<file path="config.mk">
export PLATFORM = sky130hd
export DESIGN_NAME = grey_chain
export DESIGN_NICKNAME = d
export VERILOG_FILES = /design/src/rtl/grey_chain_pkg.sv /design/src/rtl/grey_chain_digit.sv /design/src/rtl/grey_chain.sv
export SDC_FILE = /design/constraint.sdc
export NUM_CORES = 1
export LEC_CHECK = 0
export ABC_AREA = 1
export BUFFER_PORTS_ARGS = -buffer_cell sky130_fd_sc_hd__buf_4
export CORE_UTILIZATION = 52
export DETAILED_ROUTE_END_ITERATION = 8
export PLACE_DENSITY = 0.77
export SLEW_MARGIN = 20
export SYNTH_ARGS = -nofsm -noshare
export SYNTH_HDL_FRONTEND = slang
export SYNTH_HIERARCHICAL = 1
export SYNTH_SLANG_ARGS = --single-unit
</file>
<file path="constraint.sdc">
create_clock -name i_clk -period 1.8 [get_ports i_clk]
set_input_delay 0.36 -clock i_clk [delete_from_list [all_inputs] [get_ports i_clk]]
set_output_delay 0.36 -clock i_clk [all_outputs]
set_load 0.01 [all_outputs]
</file>
<file path="src/rtl/grey_chain_pkg.sv">
// Shared constants and Johnson-code helpers for the grey_chain digit cascade.
// Helpers work on a MAX_W-bit container; the live digit width is passed in as w.
package grey_chain_pkg;

  localparam int MAX_W       = 16;
  localparam int RST_STRETCH = 8;

  function automatic logic [MAX_W-1:0] width_mask(input int w);
    logic [MAX_W-1:0] m;
    m = {MAX_W{1'b0}};
    for (int i = 0; i < MAX_W; i++) begin
      if (i < w) m[i] = 1'b1;
      else       m[i] = 1'b0;
    end
    return m;
  endfunction

  function automatic logic [MAX_W-1:0] msb_onehot(input int w);
    logic [MAX_W-1:0] m;
    m = {MAX_W{1'b0}};
    for (int i = 0; i < MAX_W; i++) begin
      if (i == w - 1) m[i] = 1'b1;
      else            m[i] = 1'b0;
    end
    return m;
  endfunction

  // Shift/invert only: up feeds ~msb into bit 0, down feeds ~lsb into the msb.
  function automatic logic [MAX_W-1:0] johnson_next(input logic [MAX_W-1:0] d,
                                                     input logic dir, input int w);
    logic [MAX_W-1:0] dm;
    logic [MAX_W-1:0] top;
    logic [MAX_W-1:0] r;
    dm  = d & width_mask(w);
    top = msb_onehot(w);
    if (dir) begin
      r = ((dm << 1'b1) & width_mask(w)) | {{(MAX_W-1){1'b0}}, ~(|(dm & top))};
    end else begin
      r = (dm >> 1'b1) | (dm[0] ? {MAX_W{1'b0}} : top);
    end
    return r;
  endfunction

  function automatic logic johnson_valid(input logic [MAX_W-1:0] d, input int w);
    logic [4:0] n;
    n = 5'd0;
    for (int i = 0; i < MAX_W - 1; i++) begin
      if ((i < w - 1) && (d[i] != d[i+1])) n = n + 5'd1;
      else                                 n = n;
    end
    return (n <= 5'd1);
  endfunction

  function automatic logic johnson_terminal(input logic [MAX_W-1:0] d,
                                            input logic dir, input int w);
    logic [MAX_W-1:0] dm;
    dm = d & width_mask(w);
    return dir ? (dm == msb_onehot(w)) : (dm == {MAX_W{1'b0}});
  endfunction

endpackage

</file>
<file path="src/rtl/grey_chain_digit.sv">
// One Johnson-coded digit: load with sanitising, advance on carry enable,
// and report whether it sits at the terminal code for the current direction.
module grey_digit
  import grey_chain_pkg::*;
#(
  parameter int pWIDTH = 5
) (
  input  logic              i_clk,
  input  logic              i_rst,
  input  logic              i_adv,
  input  logic              i_dir,
  input  logic              i_load,
  input  logic [pWIDTH-1:0] i_load_val,
  output logic [pWIDTH-1:0] o_cnt,
  output logic              o_term
);

  logic [pWIDTH-1:0] cnt_r;
  logic [MAX_W-1:0]  cnt_ext_s;
  logic [MAX_W-1:0]  load_ext_s;
  logic [MAX_W-1:0]  next_ext_s;
  logic              load_ok_s;

  assign cnt_ext_s  = MAX_W'(cnt_r);
  assign load_ext_s = MAX_W'(i_load_val);
  assign next_ext_s = johnson_next(cnt_ext_s, i_dir, pWIDTH);
  assign load_ok_s  = johnson_valid(load_ext_s, pWIDTH);
  assign o_term     = johnson_terminal(cnt_ext_s, i_dir, pWIDTH);
  assign o_cnt      = cnt_r;

  // Digit register: reset > load (illegal codes become zero) > advance > hold.
  always_ff @(posedge i_clk) begin
    if (i_rst) begin
      cnt_r <= {pWIDTH{1'b0}};
    end else if (i_load) begin
      cnt_r <= load_ok_s ? i_load_val : {pWIDTH{1'b0}};
    end else if (i_adv) begin
      cnt_r <= next_ext_s[pWIDTH-1:0];
    end else begin
      cnt_r <= cnt_r;
    end
  end

endmodule

</file>
<file path="src/rtl/grey_chain.sv">
// Prescaled cascade of Johnson digits with run enable, up/down, sanitised load,
// stretched synchronous reset and a registered full-chain wrap pulse.
module grey_chain
  import grey_chain_pkg::*;
#(
  parameter int pCOUNT  = 1000,
  parameter int pDIGITS = 3,
  parameter int pWIDTH  = 5
) (
  input  logic                      i_clk,
  input  logic                      i_rst,
  input  logic                      i_en,
  input  logic                      i_dir,
  input  logic                      i_load,
  input  logic [pDIGITS*pWIDTH-1:0] i_load_val,
  output logic [pDIGITS*pWIDTH-1:0] o_cnt,
  output logic                      o_step,
  output logic                      o_wrap
);

  localparam int              PW         = (pCOUNT > 1) ? $clog2(pCOUNT) : 1;
  localparam logic [PW-1:0]   PRESC_LAST = PW'(pCOUNT - 1);

  logic [RST_STRETCH-1:0] rst_sr_r;
  logic                   w_rst_s;
  logic [PW-1:0]          presc_r;
  logic                   step_s;
  logic [pDIGITS-1:0]     term_s;
  logic [pDIGITS:0]       chain_s;
  logic                   wrap_r;

  // Reset stretcher: ones shift out so w_rst stays high 8 cycles past i_rst.
  always_ff @(posedge i_clk) begin
    if (i_rst) begin
      rst_sr_r <= {RST_STRETCH{1'b1}};
    end else begin
      rst_sr_r <= {rst_sr_r[RST_STRETCH-2:0], 1'b0};
    end
  end

  assign w_rst_s = i_rst | (|rst_sr_r);
  assign step_s  = i_en & ~i_load & ~w_rst_s & (presc_r == PRESC_LAST);
  assign o_step  = step_s;

  // Prescaler: a load or a step restarts the period; low enable freezes it.
  always_ff @(posedge i_clk) begin
    if (w_rst_s) begin
      presc_r <= {PW{1'b0}};
    end else if (i_load) begin
      presc_r <= {PW{1'b0}};
    end else if (step_s) begin
      presc_r <= {PW{1'b0}};
    end else if (i_en) begin
      presc_r <= presc_r + PW'(1'b1);
    end else begin
      presc_r <= presc_r;
    end
  end

  assign chain_s[0] = step_s;

  genvar k;
  generate
    for (k = 0; k < pDIGITS; k++) begin : g_digit
      grey_digit #(.pWIDTH(pWIDTH)) u_digit (
        .i_clk      (i_clk),
        .i_rst      (w_rst_s),
        .i_adv      (chain_s[k]),
        .i_dir      (i_dir),
        .i_load     (i_load),
        .i_load_val (i_load_val[k*pWIDTH +: pWIDTH]),
        .o_cnt      (o_cnt[k*pWIDTH +: pWIDTH]),
        .o_term     (term_s[k])
      );
      assign chain_s[k+1] = chain_s[k] & term_s[k];
    end
  endgenerate

  // Wrap pulse lines up with the first cycle the wrapped value is on o_cnt.
  always_ff @(posedge i_clk) begin
    if (w_rst_s) begin
      wrap_r <= 1'b0;
    end else if (i_load) begin
      wrap_r <= 1'b0;
    end else begin
      wrap_r <= chain_s[pDIGITS];
    end
  end

  assign o_wrap = wrap_r;

endmodule
</file>
== After elaboration in Yosys (flattened, before gate mapping) ==
Cells that the tools add are included.
Storage, ports and cells
  flip-flop bits (word level): 34
  input bits: 20
  output and inout port bits: 17
  logic and storage cells: 98
Operators by class
  add/sub/neg operators: 10
  $lt $le $gt $ge: 3
  eq/ne operators: 16
  muxes and demuxes: 32
  bitwise logic cells: 21
  reductions and logical operators: 9
Operators with widths (number)
  5-bit 2-to-1 mux: 24
  16-bit zero test: 3
  5-bit by 1-bit adder with 5-bit output (second input constant): 6
  5-bit AND: 3
  5-bit == test (second input constant): 3
  5-bit by 1-bit <= comparator with 1-bit output (second input constant): 3
  4-bit by 5-bit OR with 5-bit output: 3
  5-bit by 1-bit OR with 5-bit output: 3
  1-bit != test: 12
  10-bit by 1-bit adder with 10-bit output (second input constant): 1
  10-bit == test (second input constant): 1
  1-bit 2-to-1 mux: 8
  8-bit OR reduction: 1
  1-bit by 1-bit adder with 2-bit output (second input constant): 3
  1-bit AND: 6
  2-bit nonzero test: 3
  1-bit NOT: 5
  3-bit OR reduction: 1
  2-bit OR reduction: 1
  1-bit OR: 1

== Depth between registers and ports, before layout ==
  depth in word-level cells: 11
  depth in mapped cells: 14
  gate-level depth less buffers: 13

== Cells and area by module ==
Netlist, hierarchy kept.
By module, submodules not included
  grey_digit at g_digit[1].u_digit ...: times used 2, cells an instance 92, area an instance 541.8 µm², sequential area each 100.1 µm²
  grey_chain: times used 1, cells an instance 105, area an instance 903.4 µm², sequential area each 380.4 µm²
  grey_digit at g_digit[0].u_digit: times used 1, cells an instance 68, area an instance 431.7 µm², sequential area each 100.1 µm²

== Worst setup path before layout ==
OpenSTA, ideal clock, no wires.
  kind: register -> register
  start: reg presc_r[0]
  end: reg g_digit[1].u_digit.cnt_r[2]
  library setup time: 127 ps
  arrival: 1721 ps
  data required time: 1673 ps
  path slack: -48 ps
  cell stages (with the launch flop): 14
  path buffers: 0
  clock period less this slack: 1848 ps
  cell sequence: dfxtp_1 ha_1 nand2_1 nand3b_1 nor2_4 inv_2 nor2_4 nand2_1 inv_1 inv_1 nor2_1 o211ai_1 o211ai_1 a21oi_1
Between the ends
  word-level cells in the longest chain between the ends: 4
RTL lines
  from (decl): RTL line grey_chain.sv:26  | logic [PW-1:0] presc_r;
  from (signal assigned): RTL line grey_chain.sv:48  | presc_r <= {PW{1'b0}};
  from (signal assigned): RTL line grey_chain.sv:50  | presc_r <= {PW{1'b0}};
  from (signal assigned): RTL line grey_chain.sv:52  | presc_r <= {PW{1'b0}};
  10-bit == test: RTL line grey_chain.sv:42  | assign step_s = i_en & ~i_load & ~w_rst_s & (presc_r == PRESC_LAST);
  1-bit AND: RTL line grey_chain.sv:42
  net o_step: RTL line grey_chain.sv:17  | output logic o_step,
  1-bit AND: RTL line grey_chain.sv:75  | assign chain_s[k+1] = chain_s[k] & term_s[k];
  net chain_s[1]: RTL line grey_chain.sv:29  | logic [pDIGITS:0] chain_s;
  2-bit nonzero test (no line)
  to (signal assigned): RTL line grey_chain_digit.sv:36  | cnt_r <= load_ok_s ? i_load_val : {pWIDTH{1'b0}};
  to (signal assigned): RTL line grey_chain_digit.sv:38  | cnt_r <= next_ext_s[pWIDTH-1:0];
  to (signal assigned): RTL line grey_chain_digit.sv:40  | cnt_r <= cnt_r;
  to (decl): RTL line grey_chain_digit.sv:18  | logic [pWIDTH-1:0] cnt_r;
The timed path passes the listed nets, and every way through them passes these cells.
A chain may end at the register's enable or synchronous reset.

== Worst setup path in the final report ==
  start: reg presc_r[1]
  end: out o_step
Between the ends
  word-level cells in the longest chain between the ends: 2
RTL lines (RTL line)
  10-bit == test: grey_chain.sv:42
  1-bit AND: grey_chain.sv:42
  to (decl): grey_chain.sv:17
Every way passes these cells.

==> impl_results.md <==
- Status: finished with violations
- Violated checks: negative setup slack
- Final Util: 70.5%
- Critical-path maximum fanout: 2
- ANT nets after route: 0
- Pin slew with the least headroom to its limit: 0.362 ns
- CP arrival: 1.51 ns
- Clock Tree Buf Depth: 2
- Antenna fix cells: 0
- Clock-pin slew on the worst setup and hold paths: 0.07 ns
- CP max stage cell: dfxtp_2
- DR vias/cell: 5.06
- Placed cells: 463
- Seq/Total Area, Yosys: 28.1%
- CTS tree: done
- Part of the power in registers: 47.1%
- Syn_nets: 384
- Synth top area share: 28.1%
- Fill cell count: 380
- Fin crit share: 104%
- Hold Path Origin: i_rst
- Post-synthesis register bit count: 34
- Buffers & Inverters on Critical Path: 3
- Final Instance Area: 0.00311 mm^2
- Root Buffer: clkbuf_8
- Clock share of power: 32.9%
- Slew Limit Fails: 0
- RSZ-0062 raised after global routing: yes
- # IOs: 37
- Combinational Power Share: 20.0%
- Tightest Hold Check Type: input port to register
- Grt ovf: 0
- Crit path launch: presc_r[1]
- CTS buffer count: 5
- Hold Fails Final Rpt: 0
- Core area: 0.00441 mm^2
- First DRT Iteration DRCs: 96
- WL final: 5330 um
- Initial Utilization: 54.8%
- VDD IR max: 0.000282 V
- Net switching power: 0.456 mW
- Count of different cell masters after synthesis: 35
- Max cap viols: 0
- H-tree depth: 2
- Critical Path End Type: output port
- Pin count of the biggest net entering global routing: 28
- Avg Inst Size Synth: 6.77 um^2
- GPL Wtd Cong: 0.918
- Post-synth top area cell: dfxtp_1
- Max transition margin: 75.8%
- Crit path cell chain: ha_4 > nand2_2 > nand3b_1 > nor2_4 > inv_2 > nor2_4 > buf_6 > buf_6
- Placed cell areas: 0.00290 mm^2
- WHS: 0.228 ns
- DIE AREA: 0.00493 mm^2
- Clk sinks: 34
- Finished Layout Cells: 478
- Cell count after synthesis: 357
- Internal power: 1.16 mW
- Buffers added on ports: 36
- Tmin final: 1.87 ns
- Top post-synthesis cells by area: dfxtp_1 (28%), nand2_1 (11%), inv_1 (8.7%)
- Layout cells sized above 1: 35.4%
- Reg2reg path depth: 14
- Sw frac: 28.3%
- Max incr delay on CP: 0.35 ns
- Fmax: 0.533 GHz
- WL/cell: 11.2 um
- Global-route wire length before repair: 9250 um
- Drt pass-1 iters: 4
- Die Y: 70.2 um
- Worst hold path depth: 1
- Reg2reg end: g_digit[1].u_digit/o_cnt[4]
- Number of global-route vias before repair: 2279
- CP startpoint kind: register
- Mapped cell area: 0.00242 mm^2
- Drc violations: 0
- R2R Path Start: presc_r[1]
- Nets: 453
- Pwr dens: 518 mW/mm^2
- Clock Skews: 0.00288 ns
- Final setup viols: 1
- Total power: 1.61 mW
- Hold endpoint: rst_sr_r[0]
- Area Overhead vs Synth: 28.6%
- Clock Latency Late Sink: 0.29 ns
- Cell Rows: 24
- HPWL after DPL: 3950 um
- Required @ worst endpoint: 1.44 ns
- Delay-heaviest family, CP: simple AND/OR/NAND/NOR gates
- Pleak: 1.45 nW
- WS Path Type: register to output port
- Total track usage: 23.1%
- Via count: 2420
- Antenna violations before repair: 0
- Flop-to-flop setup slack: 0 ns
- Ys Warns: 6
- Die width: 70.2 um
- Setup ws final: -0.0747 ns
-- synthesized netlist by cell type, drive strengths merged --
cell	count
dfxtp	34
xor2	4
or2	8
clkbuf	2
nand3b	5
nor3	3
ha	7
o21ai	7
xnor2	5
a21oi	25
nand3	9
nor4	3
inv	65
buf	2
nand4	19
nand2	95
nor2	47
o21bai	1
o211ai	16
-- power by group through the flow --
stage / Combinational (mW) / Clock [mW] / Sequential (mW)
after floorplan: 0.191 / 0 / 0.775
after global placement: 0.296 / 0 / 0.776
after detailed placement: 0.306 / 0 / 0.776
after CTS: 0.308 / 0.543 / 0.759
after global routing: 0.367 / 0.580 / 0.758
final: 0.323 / 0.530 / 0.759
-- worst max path at each step --
stage                                              to  slack [ns]  cells past startpoint
after floorplan           g_digit[1].u_digit/o_cnt[2]       0.003                     13
after global placement    g_digit[2].u_digit/o_cnt[4]       -0.14                     11
after detailed placement  g_digit[2].u_digit/o_cnt[3]       -0.23                     11
after CTS                                      o_step       -0.07                      8
after global routing                           o_step       -0.16                      8
final                                          o_step       -0.07                      8
-- state kept, by name, summed over array words and instances, names as in the netlist --
signal                 count
g_digit.u_digit/o_cnt     15
o_wrap                     1
presc_r                   10
rst_sr_r                   8
-- area by class of cell --
| class | count | area, um^2 | share of cell area (%) |
|---|---|---|---|
| repair buffers | 66 | 503 | 16.2 |
| inverters | 65 | 244 | 7.84 |
| multi-input cells | 254 | 1540 | 49.4 |
| clock inverters | 2 | 10.0 | 0.322 |
| clock buffers | 5 | 68.8 | 2.21 |
| well taps | 52 | 65.1 | 2.09 |
| flip-flops and latches | 34 | 683 | 22.0 |
-- layout by cell type (no fill, tap or decap), drive strengths merged, types with 7 or more instances in the layout --
| cell | n |
|---|---|
| o21ai | 7 |
| inv | 65 |
| ha | 7 |
| buf | 66 |
| a21oi | 25 |
| nand3 | 9 |
| or2 | 8 |
| nand4 | 19 |
| dfxtp | 34 |
| o211ai | 16 |
| nor2 | 47 |
| nand2 | 95 |
-- cell families after synthesis --
group                      after synthesis  synth area share [%]
buffers and inverters                   69                  11.2
AOI/OAI and AO/OA                       49                  12.4
and+or+nand+nor                        189                  41.4
DFF                                     34                  28.1
adders and majority gates                7                  3.62
xor gates and xnor gates                 9                  3.26
-- routing by layer --
metal | vias to the layer above | GRT usage [%] | share of wire, %
met2 | 49 | 40.6 | 50
met4 | 0 | 11.8 | 2.8
li1 | 1281 | - | -
met1 | 1073 | 26.4 | 44
met3 | 17 | 4.76 | 3.2
met5 | - | 0 | 0
-- per-stage QoR --
step                      worst slack (ns)  TNS [ns]
final                              -0.0747   -0.0747
after global routing                -0.156     -1.17
after CTS                          -0.0668   -0.0668
after detailed placement            -0.228     -2.01
after global placement              -0.144     -1.40
after floorplan                    0.00261         0
-- timing repair --
action,CTS,global route
resized for setup,6,18
endpoints found under the setup margin,1,14
pin swaps,4,11
cloned,0,0
setup buffers,6,2
endpoints found under the hold margin,0,0
hold buffers,0,0
No activity file was read; power rests on OpenSTA's default activity.
